--- config.mk ---
export PLATFORM = sky130hd
export DESIGN_NAME = contador_salida
export DESIGN_NICKNAME = d
export VERILOG_FILES = /design/src/rtl/contador_salida.sv
export SDC_FILE = /design/constraint.sdc
export NUM_CORES = 1
export LEC_CHECK = 0
export BUFFER_PORTS_ARGS = -buffer_cell sky130_fd_sc_hd__buf_4
export CAP_MARGIN = 10
export CORE_MARGIN = 4
export CORE_UTILIZATION = 47
export DETAILED_ROUTE_END_ITERATION = 10
export GPL_ROUTABILITY_DRIVEN = 0
export HOLD_SLACK_MARGIN = 0.1
export PLACE_DENSITY = 0.8
export SETUP_SLACK_MARGIN = 0.1
export SYNTH_ARGS = -nofsm -noshare
export SYNTH_HDL_FRONTEND = slang
export SYNTH_SLANG_ARGS = --single-unit
--- constraint.sdc ---
create_clock -name clk -period 1.9 [get_ports clk]
set_clock_uncertainty 0.1 [all_clocks]
set_input_delay 0.38 -clock clk [delete_from_list [all_inputs] [get_ports clk]]
set_output_delay 0.38 -clock clk [all_outputs]
set_load 0.005 [all_outputs]
--- src/rtl/contador_salida.sv ---
// Output drain stage: round-robin pops from the D0/D1 destination FIFOs, registered output stream
// and saturating per-destination word counters. Optional misroute counter: MISROUTE_CHECK_EN.
module contador_salida #(
    parameter int unsigned BW = 6,
    parameter int unsigned CW = 5
) (
    input  logic          clk,
    input  logic          reset_L,
    input  logic          init,
    input  logic          pause,
    input  logic          idle,
    input  logic          D0_empty,
    input  logic          D1_empty,
    input  logic [BW-1:0] D0_data_out,
    input  logic [BW-1:0] D1_data_out,
    output logic          D0_rd,
    output logic          D1_rd,
    output logic [BW-1:0] data_out,
    output logic          valid_out,
    output logic          dest_out,
    input  logic          req,
    input  logic [1:0]    idx,
    output logic [CW-1:0] cnt_data,
    output logic          cnt_valid
);

    localparam logic [CW-1:0] CntMax = {CW{1'b1}};

    function automatic logic [CW-1:0] sat_inc(input logic [CW-1:0] v);
        return (v == CntMax) ? v : v + CW'(1);
    endfunction

    // Arbitration state: last FIFO served; reset value 1 makes D0 the first preference.
    logic last_q, last_d;

    // Which FIFO was popped on the previous edge; its data is valid this cycle.
    logic cap0_q, cap1_q;

    logic [BW-1:0] data_q, data_d;
    logic          valid_q, valid_d;
    logic          dest_q, dest_d;

    logic [CW-1:0] cnt_d0_q, cnt_d0_d;
    logic [CW-1:0] cnt_d1_q, cnt_d1_d;
    logic [CW-1:0] cnt_tot_q, cnt_tot_d;
    logic [CW-1:0] mis_val;

    logic [CW-1:0] cnt_data_q, cnt_data_d;
    logic          cnt_valid_q, cnt_valid_d;

    logic          cand0, cand1;
    logic          cap;
    logic          cap_src;
    logic [BW-1:0] cap_word;

    // Pop strobes are combinational so a word can be drained every cycle.
    always_comb begin
        D0_rd = 1'b0;
        D1_rd = 1'b0;
        cand0 = reset_L && !D0_empty && !pause && !init;
        cand1 = reset_L && !D1_empty && !pause && !init;
        if (cand0 && cand1) begin
            if (last_q) begin
                D0_rd = 1'b1;
            end else begin
                D1_rd = 1'b1;
            end
        end else if (cand0) begin
            D0_rd = 1'b1;
        end else if (cand1) begin
            D1_rd = 1'b1;
        end
    end

    always_comb begin
        last_d = last_q;
        if (init) begin
            last_d = 1'b1;
        end else if (D0_rd) begin
            last_d = 1'b0;
        end else if (D1_rd) begin
            last_d = 1'b1;
        end
    end

    assign cap      = cap0_q || cap1_q;
    assign cap_src  = cap1_q;
    assign cap_word = cap1_q ? D1_data_out : D0_data_out;

    always_comb begin
        valid_d = cap;
        data_d  = data_q;
        dest_d  = dest_q;
        if (cap) begin
            data_d = cap_word;
            dest_d = cap_src;
        end
    end

    // A clear on init takes priority over a capture landing in the same cycle.
    always_comb begin
        cnt_d0_d  = cnt_d0_q;
        cnt_d1_d  = cnt_d1_q;
        cnt_tot_d = cnt_tot_q;
        if (init) begin
            cnt_d0_d  = '0;
            cnt_d1_d  = '0;
            cnt_tot_d = '0;
        end else if (cap) begin
            cnt_tot_d = sat_inc(cnt_tot_q);
            if (cap_src) begin
                cnt_d1_d = sat_inc(cnt_d1_q);
            end else begin
                cnt_d0_d = sat_inc(cnt_d0_q);
            end
        end
    end

`ifdef MISROUTE_CHECK_EN
    logic [CW-1:0] cnt_mis_q, cnt_mis_d;
    logic          misroute;

    // Bit BW-2 of each word carries the destination it was routed for.
    assign misroute = cap_word[BW-2] != cap_src;

    always_comb begin
        cnt_mis_d = cnt_mis_q;
        if (init) begin
            cnt_mis_d = '0;
        end else if (cap && misroute) begin
            cnt_mis_d = sat_inc(cnt_mis_q);
        end
    end

    always_ff @(posedge clk or negedge reset_L) begin
        if (!reset_L) begin
            cnt_mis_q <= '0;
        end else begin
            cnt_mis_q <= cnt_mis_d;
        end
    end

    assign mis_val = cnt_mis_q;
`else
    assign mis_val = '0;
`endif

    // Readout samples the registered counters, so it returns pre-increment values.
    always_comb begin
        cnt_valid_d = idle && req;
        cnt_data_d  = '0;
        if (idle && req) begin
            unique case (idx)
                2'd0:    cnt_data_d = cnt_d0_q;
                2'd1:    cnt_data_d = cnt_d1_q;
                2'd2:    cnt_data_d = cnt_tot_q;
                default: cnt_data_d = mis_val;
            endcase
        end
    end

    always_ff @(posedge clk or negedge reset_L) begin
        if (!reset_L) begin
            last_q      <= 1'b1;
            cap0_q      <= 1'b0;
            cap1_q      <= 1'b0;
            data_q      <= '0;
            valid_q     <= 1'b0;
            dest_q      <= 1'b0;
            cnt_d0_q    <= '0;
            cnt_d1_q    <= '0;
            cnt_tot_q   <= '0;
            cnt_data_q  <= '0;
            cnt_valid_q <= 1'b0;
        end else begin
            last_q      <= last_d;
            cap0_q      <= D0_rd;
            cap1_q      <= D1_rd;
            data_q      <= data_d;
            valid_q     <= valid_d;
            dest_q      <= dest_d;
            cnt_d0_q    <= cnt_d0_d;
            cnt_d1_q    <= cnt_d1_d;
            cnt_tot_q   <= cnt_tot_d;
            cnt_data_q  <= cnt_data_d;
            cnt_valid_q <= cnt_valid_d;
        end
    end

    assign data_out  = data_q;
    assign valid_out = valid_q;
    assign dest_out  = dest_q;
    assign cnt_data  = cnt_data_q;
    assign cnt_valid = cnt_valid_q;

endmodule

==> flow_summary.html <==
<table>
<tr><th>Metric</th><th>Value</th></tr>
<tr><th colspan="2">Synthesis</th></tr>
<tr><td>Share of synthesized flip-flops with an asynchronous set or reset</td><td>1.00</td></tr>
<tr><td>Number of flip-flops and latches in the synthesized netlist</td><td>32</td></tr>
<tr><td>Top post-synthesis cells by area</td><td>sky130_fd_sc_hd__dfrtp_1 (51%), sky130_fd_sc_hd__mux2i_1 (9.8%), sky130_fd_sc_hd__ha_1 (4.9%)</td></tr>
<tr><td>Synth cell types</td><td>35</td></tr>
<tr><td>Number of synthesized flops with an enable pin</td><td>0</td></tr>
<tr><td>Most used flip-flop cell after synthesis</td><td>sky130_fd_sc_hd__dfrtp_1</td></tr>
<tr><td>Most used standard cell by instance count after synthesis</td><td>sky130_fd_sc_hd__dfrtp_1</td></tr>
<tr><td>Number of warnings reported in the yosys synthesis log</td><td>0</td></tr>
<tr><td>Post-synthesis instance area</td><td>1530 um^2</td></tr>
<tr><td>Syn Nets</td><td>169</td></tr>
<tr><td>Area share of the leading cell type in the synthesized netlist</td><td>0.507</td></tr>
<tr><td>Register area share after synthesis</td><td>0.525</td></tr>
<tr><td>Most common library cells after synthesis</td><td>sky130_fd_sc_hd__dfrtp_1 (31), sky130_fd_sc_hd__mux2i_1 (15), sky130_fd_sc_hd__nor2_1 (15)</td></tr>
<tr><td>Synthesized area per cell</td><td>10.8 um^2</td></tr>
<tr><td>Syn Inst Count</td><td>141</td></tr>
<tr><td>Area leader, netlist</td><td>sky130_fd_sc_hd__dfrtp_1</td></tr>
<tr><th colspan="2">Placement</th></tr>
<tr><td>Post-placement setup slack</td><td>-5.17 ps</td></tr>
<tr><td>IO buf count</td><td>37</td></tr>
<tr><td>Count of placed standard cells including taps</td><td>222</td></tr>
<tr><td>Post-DP HPWL</td><td>2690 um</td></tr>
<tr><th colspan="2">STA</th></tr>
<tr><td>Count of final max-slew check failures</td><td>0</td></tr>
<tr><td>Clock period minus final worst setup slack</td><td>1860 ps</td></tr>
<tr><td>Final count of negative-setup-slack endpoints</td><td>0</td></tr>
<tr><td>Setup repair after global routing missed its margin</td><td>yes</td></tr>
<tr><td>Actual transition at the worst max-transition pin</td><td>460 ps</td></tr>
<tr><td>Worst relative slew slack</td><td>0.693</td></tr>
<tr><td>Max Fclk</td><td>0.539 GHz</td></tr>
<tr><td>Fin crit share</td><td>0.977</td></tr>
<tr><td>Hold Fails Final Rpt</td><td>0</td></tr>
<tr><td>Crit path setup slack, layout</td><td>43.9 ps</td></tr>
<tr><th colspan="2">Layout</th></tr>
<tr><td>Synthesis-to-layout area growth</td><td>38.4%</td></tr>
<tr><td>Count of antenna diodes in the layout</td><td>0</td></tr>
<tr><td>Nets</td><td>225</td></tr>
<tr><td>Final cell count without fillers</td><td>242</td></tr>
<tr><td>Sequential Area</td><td>802 um^2</td></tr>
<tr><td>Share of final-layout standard cells stronger than drive strength 1</td><td>0.404</td></tr>
<tr><td># fillers</td><td>249</td></tr>
<tr><td>Combined area of the multi-input logic cells</td><td>757 um^2</td></tr>
<tr><th colspan="2">Global route</th></tr>
<tr><td>Antenna violations before repair</td><td>0</td></tr>
<tr><td>Overflow left after global routing</td><td>0</td></tr>
<tr><td>Wire length of the first global-routing pass</td><td>6290 um</td></tr>
<tr><td>GRT Overall Usage</td><td>0.203</td></tr>
<tr><td>Largest net degree at the start of global routing</td><td>33</td></tr>
<tr><td>Vias in the first global route</td><td>1335</td></tr>
<tr><th colspan="2">Worst setup path</th></tr>
<tr><td>Crit path launch</td><td>cnt_d0_q[1]$_DFFE_PN0P_</td></tr>
<tr><td>Setup crit start kind</td><td>flop</td></tr>
<tr><td>Capture point of the worst reg-to-reg path</td><td>cnt_d0_q[3]$_DFFE_PN0P_</td></tr>
<tr><td>Category of the worst setup path capture point</td><td>flop</td></tr>
<tr><td>Instance count on the critical path</td><td>6</td></tr>
<tr><td>End point of the critical path</td><td>cnt_d0_q[3]$_DFFE_PN0P_</td></tr>
<tr><td>Buffers &amp; Inverters on Critical Path</td><td>0</td></tr>
<tr><td>Setup slack on the worst flop-to-flop path</td><td>40 ps</td></tr>
<tr><td>Crit path max fanout</td><td>2</td></tr>
<tr><td>Ordered list of cells on the worst path</td><td>ha_2 &gt; and3_4 &gt; ha_4 &gt; nor3b_4 &gt; nand4_1 &gt; mux2_4</td></tr>
<tr><td>Kind of critical path</td><td>flop to flop</td></tr>
<tr><td>Worst path slowest cell</td><td>sky130_fd_sc_hd__dfrtp_1</td></tr>
<tr><td>Worst flop-to-flop path startpoint</td><td>cnt_d0_q[1]$_DFFE_PN0P_</td></tr>
<tr><td>Maximum cell stage delay along the critical path</td><td>410 ps</td></tr>
<tr><td>CP required</td><td>2030 ps</td></tr>
<tr><td>Largest delay contributor family on the critical path</td><td>simple AND/OR/NAND/NOR gates</td></tr>
<tr><td>Number of cells on the worst reg-to-reg path</td><td>6</td></tr>
<tr><td>Arr. time, crit path</td><td>1990 ps</td></tr>
<tr><th colspan="2">CTS</th></tr>
<tr><td>Clk buf depth</td><td>2</td></tr>
<tr><td>Cell chosen for the clock root</td><td>sky130_fd_sc_hd__clkbuf_4</td></tr>
<tr><td>Clock tree from TritonCTS</td><td>yes</td></tr>
<tr><td>Total clock buffers created by CTS</td><td>5</td></tr>
<tr><td>Clock latency reported for the late side of the worst-skew pair</td><td>340 ps</td></tr>
<tr><td>H-tree lvl count</td><td>2</td></tr>
<tr><td>Total clock sinks</td><td>32</td></tr>
<tr><td>Clock transition at the registers of the reported paths</td><td>100 ps</td></tr>
<tr><th colspan="2">Detailed routing</th></tr>
<tr><td>Initial DRC Count</td><td>46</td></tr>
<tr><td>Routed wirelength normalized by instance count</td><td>15.7 um</td></tr>
<tr><td>Wire length after detailed routing</td><td>3800 um</td></tr>
<tr><td>Vias post-DR</td><td>1273</td></tr>
<tr><td>DR pass1 iterations</td><td>4</td></tr>
<tr><td>Residual DRC count</td><td>0</td></tr>
<tr><td>Via/cell ratio</td><td>5.26</td></tr>
<tr><td>Number of antenna-violating nets in the routed design</td><td>0</td></tr>
<tr><th colspan="2">Floorplanning</th></tr>
<tr><td>Overall die width</td><td>65.0 um</td></tr>
<tr><td>Count of boundary I/O pins</td><td>38</td></tr>
<tr><td>Core area</td><td>3080 um^2</td></tr>
<tr><td>Number of rows in the core area</td><td>20</td></tr>
<tr><td>Total die area</td><td>4230 um^2</td></tr>
<tr><td>Die span in y</td><td>65.0 um</td></tr>
<tr><td>Effective utilization at floorplan</td><td>0.497</td></tr>
<tr><th colspan="2">Power and ir drop</th></tr>
<tr><td>Leakage power figure</td><td>0.00102 uW</td></tr>
<tr><td>Power density over cell area</td><td>659 nW/um^2</td></tr>
<tr><td>Clock share of power</td><td>0.298</td></tr>
<tr><td>Combinational Power Share</td><td>0.162</td></tr>
<tr><td>Maximum resistive drop on vdd</td><td>490 uV</td></tr>
<tr><td>Portion of total power attributed to sequential cells</td><td>0.540</td></tr>
<tr><td>Switching power</td><td>365 uW</td></tr>
<tr><td>Sw Share</td><td>0.262</td></tr>
<tr><td>Int Pwr</td><td>1030 uW</td></tr>
<tr><th colspan="2">Hold path</th></tr>
<tr><td>WHS Path Cells</td><td>2</td></tr>
<tr><td>Kind of path behind the tightest hold check</td><td>input pin to flop</td></tr>
<tr><th colspan="2">Run status</th></tr>
<tr><td>Status</td><td>complete, no violations</td></tr>
<tr><th colspan="2">Run</th></tr>
<tr><td>Max-capacitance violation count</td><td>0</td></tr>
</table>
==> layout make-up <==
type                       count  share of cell area
multi-input combinational     98               0.358
clock buffer                   6              0.0242
sequential                    32               0.379
tap                           44              0.0260
inverter                       5             0.00887
clock inverter                 2             0.00473
timing repair buffer          55               0.199
==> sequential cells by signal, indices dropped and copies added, names as in the netlist <==
signal / count
dest_out: 1
cnt_d1_q: 5
cnt_d0_q: 5
cap1_q: 1
last_q: 1
cnt_tot_q: 5
valid_out: 1
cap0_q: 1
data_out: 6
cnt_data: 5
cnt_valid: 1
==> worst reg2reg max path, cell delays in order, from the launching register on <==
cell and delay [ps]:
sky130_fd_sc_hd__dfrtp_1 410, sky130_fd_sc_hd__ha_2 190, sky130_fd_sc_hd__and3_4 170, sky130_fd_sc_hd__ha_4 160, sky130_fd_sc_hd__nor3b_4 220, sky130_fd_sc_hd__nand4_1 160
sky130_fd_sc_hd__mux2_4 330
==> metal layers <==
metal  vias to the layer above  share of wire  GRT usage
li1                        600              -          -
met1                       620           0.38      0.212
met2                        43           0.53      0.361
met3                        10          0.058     0.0641
met4                         0          0.032      0.104
met5                         -              0          0
==> power by group through the flow <==
| stage | sequential, uW | clock [uW] | combinational (uW) |
|---|---|---|---|
| after floorplan | 766 | 0 | 72.4 |
| after global placement | 763 | 0 | 201 |
| after detailed placement | 768 | 0 | 211 |
| after CTS | 754 | 425 | 222 |
| after global routing | 760 | 459 | 252 |
| final | 754 | 415 | 226 |
==> kinds of logic (layout without fill, tap and decap cells) <==
logic type               count (synthesis)  in the layout  share of synthesized area
AO/OA/AOI/OAI                           24             24                      0.104
buffers and inverters                   11             68                     0.0327
XOR/XNOR                                 5              5                     0.0286
multiplexers                            16             16                      0.106
adder cells (fa/ha/maj)                  6              6                     0.0491
AND/OR/NAND/NOR                         47             47                      0.155
flip-flops                              32             32                      0.525
==> repair_timing <==
item / in CTS / in global routing
hold endpoints to repair: 32 / 0
setup buffers: 6 / 4
setup endpoints to repair: 6 / 9
resized for setup: 5 / 9
hold buffers: 2 / 0
pin swaps: 1 / 5
==> layout by cell type (no fill, tap or decap), types with 2 or more instances in the layout <==
| cell | synthesis | layout |
|---|---|---|
| sky130_fd_sc_hd__dlygate4sd3_1 | 0 | 2 |
| sky130_fd_sc_hd__nand3_1 | 2 | 2 |
| sky130_fd_sc_hd__nor2_1 | 15 | 14 |
| sky130_fd_sc_hd__nor2b_1 | 3 | 3 |
| sky130_fd_sc_hd__ha_2 | 0 | 4 |
| sky130_fd_sc_hd__or3_1 | 3 | 2 |
| sky130_fd_sc_hd__o21ai_0 | 8 | 8 |
| sky130_fd_sc_hd__o21ai_1 | 2 | 2 |
| sky130_fd_sc_hd__nand2_1 | 12 | 12 |
| sky130_fd_sc_hd__a21oi_2 | 0 | 2 |
| sky130_fd_sc_hd__clkinv_2 | 0 | 2 |
| sky130_fd_sc_hd__buf_4 | 1 | 52 |
| sky130_fd_sc_hd__and3_1 | 3 | 2 |
| sky130_fd_sc_hd__inv_1 | 5 | 5 |
| sky130_fd_sc_hd__clkbuf_4 | 1 | 5 |
| sky130_fd_sc_hd__a21oi_1 | 6 | 4 |
| sky130_fd_sc_hd__xnor2_1 | 3 | 3 |
| sky130_fd_sc_hd__a2bb2oi_1 | 4 | 4 |
| sky130_fd_sc_hd__dfrtp_1 | 31 | 31 |
| sky130_fd_sc_hd__mux2i_1 | 15 | 15 |
==> how the worst min path moves through the flow <==
| stage | slack, ps | endpoint | from |
|---|---|---|---|
| after detailed placement | 360 | cnt_d1_q[2]$_DFFE_PN0P_ | reset_L |
| after global placement | 350 | cnt_d1_q[3]$_DFFE_PN0P_ | reset_L |
| after floorplan | -20 | cap0_q$_DFF_PN0_ | reset_L |
| after CTS | 100 | cap1_q$_DFF_PN0_ | D1_empty |
| after global routing | 100 | cap1_q$_DFF_PN0_ | D1_empty |
| final | 120 | cap1_q$_DFF_PN0_ | D1_empty |
==> through the flow <==
stage | setup TNS, ps | total power [uW] | utilization | instance area (um^2) | hold slack, ps
after floorplan | 0 | 838 | - | 1560 | -15.6
after global placement | 0 | 963 | 0.618 | 1900 | 351
after detailed placement | -5.17 | 979 | 0.618 | 1900 | 358
after CTS | 0 | 1400 | 0.666 | 2050 | 101
after global routing | -9.72 | 1470 | 0.687 | 2120 | 104
final | 0 | 1390 | 0.687 | 2120 | 120
(Power assumes the default switching activity.)
